File: src/rtl/dac_spi_tx.sv
// SPI mode-0 transmitter for a 12-bit MCP4921-class DAC.
// Frames each 8-bit sample with a one-deep pending buffer and an LDAC pulse.
module dac_spi_tx #(
  parameter int         CLK_DIV = 4,
  parameter logic [3:0] CFG     = 4'b0011
) (
  input  logic       clk,
  input  logic       rst,
  input  logic [7:0] sample_in,
  input  logic       sample_valid,
  output logic       dac_cs_n,
  output logic       dac_sclk,
  output logic       dac_mosi,
  output logic       dac_ldac_n,
  output logic       busy,
  output logic       overrun
);

  localparam int DW = $clog2(CLK_DIV + 1);
  localparam logic [DW-1:0] DIV_LAST = DW'(CLK_DIV - 1);

  typedef enum logic [1:0] {
    IDLE,
    SHIFT,
    CSHI,
    LDAC
  } state_t;

  state_t        state, state_n;
  logic [DW-1:0] div_cnt, div_n;
  logic [3:0]    bit_cnt, bit_n;
  logic          phase, phase_n;
  logic [15:0]   sreg, sreg_n;
  logic [15:0]   pword, pword_n;
  logic          pend_full, pend_n;
  logic          ovr_n;
  logic          launch;
  logic          div_last;

  function automatic logic [15:0] frame_word(
    input logic [7:0] s
  );
    return {CFG, s, 4'h0};
  endfunction

  assign div_last = (div_cnt == DIV_LAST);

  always_comb begin
    state_n = state;
    div_n   = div_cnt;
    bit_n   = bit_cnt;
    phase_n = phase;
    sreg_n  = sreg;
    pword_n = pword;
    pend_n  = pend_full;
    ovr_n   = 1'b0;
    launch  = 1'b0;
    unique case (state)
      IDLE: begin
        if (pend_full) begin
          launch  = 1'b1;
          sreg_n  = pword;
          pend_n  = 1'b0;
          state_n = SHIFT;
        end else if (sample_valid) begin
          sreg_n  = frame_word(sample_in);
          state_n = SHIFT;
        end
      end
      SHIFT: begin
        if (!div_last) begin
          div_n = div_cnt + 1'b1;
        end else begin
          div_n   = '0;
          phase_n = ~phase;
          // a bit ends after its high phase
          if (phase) begin
            sreg_n = {sreg[14:0], 1'b0};
            bit_n  = bit_cnt + 4'd1;
            if (bit_cnt == 4'd15) state_n = CSHI;
          end
        end
      end
      CSHI: begin
        if (!div_last) begin
          div_n = div_cnt + 1'b1;
        end else begin
          div_n   = '0;
          state_n = LDAC;
        end
      end
      LDAC: begin
        if (!div_last) begin
          div_n = div_cnt + 1'b1;
        end else begin
          div_n = '0;
          if (pend_full) begin
            launch  = 1'b1;
            sreg_n  = pword;
            pend_n  = 1'b0;
            state_n = SHIFT;
          end else begin
            state_n = IDLE;
          end
        end
      end
      default: state_n = IDLE;
    endcase
    // a strobe that cannot start a frame now goes to the pending slot
    if (sample_valid && (state != IDLE || pend_full)) begin
      pword_n = frame_word(sample_in);
      pend_n  = 1'b1;
      ovr_n   = pend_full && !launch;
    end
  end

  always_ff @(posedge clk or posedge rst) begin
    if (rst) begin
      state      <= IDLE;
      div_cnt    <= '0;
      bit_cnt    <= '0;
      phase      <= 1'b0;
      sreg       <= '0;
      pword      <= '0;
      pend_full  <= 1'b0;
      overrun    <= 1'b0;
      busy       <= 1'b0;
      dac_cs_n   <= 1'b1;
      dac_sclk   <= 1'b0;
      dac_mosi   <= 1'b0;
      dac_ldac_n <= 1'b1;
    end else begin
      state      <= state_n;
      div_cnt    <= div_n;
      bit_cnt    <= bit_n;
      phase      <= phase_n;
      sreg       <= sreg_n;
      pword      <= pword_n;
      pend_full  <= pend_n;
      overrun    <= ovr_n;
      busy       <= (state_n != IDLE) || pend_n;
      dac_cs_n   <= (state_n != SHIFT);
      dac_sclk   <= (state_n == SHIFT) && phase_n;
      dac_mosi   <= (state_n == SHIFT) && sreg_n[15];
      dac_ldac_n <= (state_n != LDAC);
    end
  end

endmodule
File: config.mk
export PLATFORM = sky130hd
export DESIGN_NAME = dac_spi_tx
export DESIGN_NICKNAME = d
export VERILOG_FILES = /design/src/rtl/dac_spi_tx.sv
export SDC_FILE = /design/constraint.sdc
export NUM_CORES = 1
export LEC_CHECK = 0
export CAP_MARGIN = 20
export CELL_PAD_IN_SITES_DETAIL_PLACEMENT = 1
export CELL_PAD_IN_SITES_GLOBAL_PLACEMENT = 2
export CORE_MARGIN = 2
export CORE_UTILIZATION = 38
export DETAILED_ROUTE_END_ITERATION = 10
export MAX_ROUTING_LAYER = met4
export PLACE_DENSITY_LB_ADDON = 0.2
export SYNTH_ARGS = -nofsm -noshare
export SYNTH_HDL_FRONTEND = slang
export SYNTH_SLANG_ARGS = --single-unit
File: constraint.sdc
create_clock -name clk -period 2.22 [get_ports clk]
set_clock_uncertainty 0.1 [all_clocks]
set_input_delay 0.444 -clock clk [delete_from_list [all_inputs] [get_ports clk]]
set_output_delay 0.444 -clock clk [all_outputs]
set_load 0.02 [all_outputs]
After elaboration in Yosys (flattened, before gate mapping):

Index checks and enable logic that the tools add are counted.

* $add $sub $neg: 2
* $mul: 0
* div/mod/pow operators: 0
* magnitude comparators: 0
* equality and inequality tests: 13
* shifts and indexed selects: 0
* mux-type cells: 26
* bitwise logic cells: 1
* reduce and logical (&&, ||, !) cells: 14

Operators with widths (count)
* 16-bit two-way mux: 6
* 16-bit case mux with 3 select lines: 1
* 2-bit two-way mux: 7
* 2-bit != test, second input constant: 5
* 1-bit two-way mux: 8
* 2-bit case mux with 4 select lines: 1
* 6-bit AND reduction: 1
* 4-bit by 1-bit adder with 4-bit output, second input constant: 1
* 2-bit by 1-bit equality test with 1-bit output, second input constant: 2
* 2-bit equality test, second input constant: 2
* 4-bit equality test, second input constant: 1
* 1-bit logical AND: 4
* 1-bit case mux with 2 select lines: 2
* 2-bit nonzero test: 2
* 3-bit by 1-bit adder with 3-bit output, second input constant: 1
* 3-bit by 2-bit equality test with 1-bit output, second input constant: 1
* 3-bit two-way mux: 1
* 3-bit != test, second input constant: 1
* 3-bit AND reduction: 1
* 3-bit nonzero test: 1
* 3-bit OR reduction: 1
* 2-bit zero test: 1
* 1-bit logical OR: 2
* 2-bit by 1-bit != test with 1-bit output, second input constant: 1
* other kinds (2): 2

* flip-flop bits (word level): 42
* latch bits: 0
* RAM bits: 0
* memory bits (read-only): 0
* output and inout port bits: 6
* memories: 0

Longest topological paths before layout:

* depth in word-level cells: 7
* depth in mapped cells: 8
* mapped depth without buffers: 7

Worst setup path after synthesis:

OpenSTA, ideal clock, no wires.

* path kind: reg2reg
* start point: register state[1]
* end point: register busy
* library setup time: 0.131 ns
* data arrival time: 1.663 ns
* path slack: 0.326 ns
* cell stages (with the launch flop): 7
* period minus slack after synthesis: 1.894 ns
* path through: dfrtp_1 -> inv_1 -> ha_1 -> or3_1 -> a31oi_1 -> a311oi_2 -> or3_1

* cells in the longest elaborated chain, start to end: 6
* elaborated cells between the ends (all ways): 19
* those cells by class: eq/ne: 3; mux: 10; reduce/logical: 6

Ends and longest elaborated chain
* from (decl): line 29 `state_t state, state_n;`
* from (signal assigned): line 133 `state <= state_n;`
* 2-bit two-way mux: line 80 `if (bit_cnt == 4'd15) state_n = CSHI;`
* 2-bit two-way mux: line 77 `if (phase) begin`
* 2-bit two-way mux: line 71 `if (!div_last) begin`
* 2-bit case mux with 4 select lines *: line 58 `unique case (state)`
* named net state_n[1]: line 29
* 2-bit nonzero test *: line 141 `busy <= (state_n != IDLE) || pend_n;`
* 1-bit logical OR *: line 141
* to (signal assigned): line 141
* to (decl): line 15 `output logic busy,`

Mark *: on every way through the listed nets, which the timed path passes. The rest lies on a longest branch.
A chain may end at the register's enable or synchronous reset.

Final worst setup path:

* start point: register state[1]
* end point: register sreg[12]

* cells in the longest elaborated chain, start to end: 3
* elaborated cells between the ends (all ways): 11
* those cells by class: eq/ne: 7; mux: 1; reduce/logical: 3

Ends and longest elaborated chain
* 2-bit by 1-bit equality test with 1-bit output, or another cell as far along: line 58
* 2-bit != test (no line), or another cell as far along
* 6-bit AND reduction (no line)
* to (signal assigned): line 137 `sreg <= sreg_n;`
* to (decl): line 33 `logic [15:0] sreg, sreg_n;`

Parallel ways exist; a longest one is shown, timed or not.

==> results.rst <==
.. list-table::
   :header-rows: 1

   * - Metric
     - Value
   * - Count of flip-flops with a built-in enable after synthesis
     - 0
   * - Clock tree from TritonCTS
     - yes
   * - Power density of the placed cells
     - 643 nW/um^2
   * - CP endpoint kind
     - register
   * - Clock period minus final worst setup slack
     - 2.09 ns
   * - Share of flip-flops with an asynchronous set or reset after synthesis
     - 100%
   * - Die outline area
     - 5650 sq um
   * - Non-Filler Cell Area, Final
     - 2330 sq um
   * - Overall routing resource usage
     - ~17%
   * - Number of flip-flops and latches in the synthesized netlist
     - 41
   * - Max-slew headroom at the worst pin
     - between 60% and 70%
   * - Number of synthesis warnings
     - 0
   * - Clk network pwr share
     - 41.2%
   * - Total detailed-routing wirelength
     - between 4000 and 5000 microns
   * - Initial DRC count
     - 67
   * - Synth Flop Type
     - sky130_fd_sc_hd__dfrtp_1
   * - Yosys top cell area share
     - 50.7%
   * - P&R area growth vs syn
     - 21.2%
   * - Setup crit start kind
     - register
   * - Global-route wire length before repair
     - 7000 microns
   * - Least-Margin Pin Slew
     - between 0.5 and 0.6 ns
   * - DRT antenna net count
     - 0
   * - Antenna diode count
     - 0
   * - H-tree Lvls
     - 2
   * - Most area-hungry cell type in the Yosys netlist
     - sky130_fd_sc_hd__dfrtp_1
   * - Area fraction in compound gates after synthesis
     - 19.4%
   * - Final count of pins violating max slew
     - 0
   * - Largest net degree at the start of global routing
     - 42
   * - Clock transition time at the flip-flop clock pins of the worst setup and hold paths
     - 0.08 ns
   * - Highest Clock Rate
     - about 480 MHz
   * - Weighted congestion reported at the end of routability-driven placement
     - 0.833
   * - Xor and xnor fraction of the mapped netlist area
     - 1.82%
   * - Initial Utilization
     - approximately 40%
   * - Number of buffers created by CTS
     - 5
   * - Commonest cells after routing, fill and taps aside
     - 39 x sky130_fd_sc_hd__dfrtp_1, 16 x sky130_fd_sc_hd__clkdlybuf4s50_1, 14 x sky130_fd_sc_hd__nand2_1, 12 x sky130_fd_sc_hd__buf_4, 8 x sky130_fd_sc_hd__o21ai_1
   * - Leading post-synthesis cells by cell area
     - sky130_fd_sc_hd__dfrtp_1 51%, sky130_fd_sc_hd__ha_1 4.6%, sky130_fd_sc_hd__mux2_2 4.1%, sky130_fd_sc_hd__dfstp_2 2.7%, sky130_fd_sc_hd__nand2_1 2.7%
   * - Synthesized-area fraction occupied by adder cells
     - 4.55%
   * - Number of vias per cell after detailed routing
     - 5.32
   * - Combined area of all synthesized cells
     - ~1900 sq um
   * - Clk Tree Root Cell
     - sky130_fd_sc_hd__clkbuf_8
   * - Crit Path Max Fanout
     - 7
   * - Area share of and/or/nand/nor cells after synthesis
     - 11.2%
   * - Number of buffers between clock root and the deepest sink
     - 2
   * - Number of different library cells in the post-synthesis netlist
     - 48
   * - Half-perimeter wire length after detailed placement
     - between 3000 and 4000 microns
   * - Core Region
     - 4820 sq um
   * - Ports placed on the boundary
     - 17
   * - Worst vdd rail ir drop
     - 0.315 mV
   * - Filler-free cell count of the finished design
     - 258
   * - Syn nets
     - 181
   * - Placement Setup Slack
     - -0.0143 ns
   * - Mux contribution to synthesized area
     - under 10%
   * - Commonest non-fill, non-tap cell in the layout
     - sky130_fd_sc_hd__dfrtp_1
   * - Vias in the first global route
     - 1453
   * - Drt pass-1 iters
     - 4
   * - Count of endpoints failing hold in the final timing report
     - 0
   * - Data arrival, critical path
     - between 2 and 2.5 ns
   * - Share of final-layout standard cells stronger than drive strength 1
     - 19.4%
   * - Combinational family with the most area after synthesis
     - compound AO/OA/AOI/OAI gates
   * - Final hold slack
     - ~0.38 ns
   * - Switch share
     - 20.5%
   * - Setup CP Type
     - reg2reg
   * - Run status
     - finished clean
   * - Placed cells
     - 250
   * - Design internal power
     - approximately 0.0012 W
   * - # rows
     - 25
   * - Post-Synthesis Cells
     - 163
   * - Die outline height
     - 75.2 microns
   * - Class of the worst hold path
     - reg2reg
   * - Total via count after detailed routing
     - 1372
   * - Syn Area/Cell
     - around 12 sq um
   * - Clock latency on the worst-skew pair
     - 0.30 ns
   * - Max-cap violations
     - 0
   * - Seq/Total Area, Yosys
     - 53.4%
   * - LEAKAGE
     - roughly 0.96 nW
   * - Number of antenna violations at the first check in global routing
     - 0
   * - Setup repair bufs after CTS
     - 0
   * - Number of nets in the layout
     - 208
   * - Die W
     - 75.2 microns
   * - Number of clock sinks
     - 41
   * - IO Port Bufs
     - 16
   * - Overall Power
     - 0.00150 W
   * - DRC errors left
     - 0
   * - Leftover overflow at the end of global routing
     - 0
   * - Cts-stage hold buffer count
     - 0
   * - Net switching power of the design
     - 0.000308 W
   * - Post-route fraction of the period consumed by the critical path
     - 94.1%
   * - Post-placement cell area
     - between 2000 and 2500 sq um
   * - Sequential Power Share
     - approximately 53%
   * - Final setup violating endpoints
     - 0
   * - Fin worst setup slack
     - 0.132 ns
   * - Gate power share
     - approximately 6%
   * - Setup repair after global routing missed its margin
     - no
   * - Routed WL per cell
     - 16.2 microns
   * - Data required, critical path
     - 2.29 ns
flip-flops by register name, indices dropped and copies added (netlist names), 2 cells and up:
name / cells
pword: 9
state: 2
bit_cnt: 4
div_cnt: 3
sreg: 15
worst max-delay path, cell delays in order, from the launching register on:
cell and delay (ns):
sky130_fd_sc_hd__dfrtp_1 0.43, sky130_fd_sc_hd__inv_1 0.19, sky130_fd_sc_hd__ha_1 0.35, sky130_fd_sc_hd__a21oi_1 0.15, sky130_fd_sc_hd__buf_4 0.16, sky130_fd_sc_hd__o211a_2 0.29
sky130_fd_sc_hd__a221o_1 0.30
kinds of logic (layout without fill, tap and decap cells):
group	Yosys count	in the layout
AOI/OAI and AO/OA	48	48
DFF	41	41
and+or+nand+nor	38	38
buffers and inverters	15	43
muxes	10	10
adders and majority gates	7	7
xor gates and xnor gates	4	4
through the flow:
stage               util, %  TNS [ns]
floorplan                 -         0
global placement       45.9         0
finish                 48.4         0
detailed placement     45.9   -0.0143
CTS                    48.4         0
global route           48.4         0
power by group through the flow:
stage	registers (W)	clock network (W)	logic [W]
floorplan	0.000803	0	0.0000466
global placement	0.000803	0	0.0000893
detailed placement	0.000805	0	0.0000937
CTS	0.000790	0.000633	0.0000935
global route	0.000793	0.000663	0.000100
finish	0.000791	0.000618	0.0000908
cell usage after synthesis, drive strengths merged (2+ instances only):
cell	n
dfrtp	39
nand2	14
o21ai	12
mux2	10
buf	7
ha	7
inv	6
a21oi	5
a222oi	4
a22o	4
a22oi	4
nor2	4
nand2b	3
nor2b	3
nor3	3
xnor2	3
a21boi	2
a221o	2
a221oi	2
a311oi	2
and2	2
and3	2
and4	2
dfstp	2
o31ai	2
or3	2
path summary, 6_finish.rpt:
| check | startpoint | end | slack, ns | cells after the start |
|---|---|---|---|---|
| min | bit_cnt[3] | bit_cnt[3] | 0.38 | 1 |
| min in group asynchronous | rst | div_cnt[2] | 0.48 | 3 |
| min reg2reg | bit_cnt[3] | bit_cnt[3] | 0.38 | 1 |
| max in group asynchronous | rst | dac_cs_n | 1.16 | 3 |
| max reg2reg | state[1] | sreg[12] | 0.13 | 6 |
| max | state[1] | sreg[12] | 0.13 | 6 |
timing repair:
item                                   in CTS  in global routing
resized for setup                           0                  2
setup endpoints to repair                   0                  3
endpoints found under the hold margin       0                  0
layer usage:
metal / global-route usage, % / up-vias / part of all wire (%)
li1: - / 651 / -
met1: 22.5 / 692 / 47
met2: 26.2 / 21 / 49
met3: 4.02 / 8 / 3.0
met4: 5.85 / 0 / 1.6
met5: - / - / 0
final cells by class:
class,count,area [sq um]
Multi-Input combinational cell,107,827
Clock buffer,7,86.3
Inverter,7,26.3
Clock inverter,1,30.0
Sequential cell,41,1030
Tap cell,67,83.8
Fill cell,539,2480
Timing Repair Buffer,28,250
(Power assumes the default switching activity.)
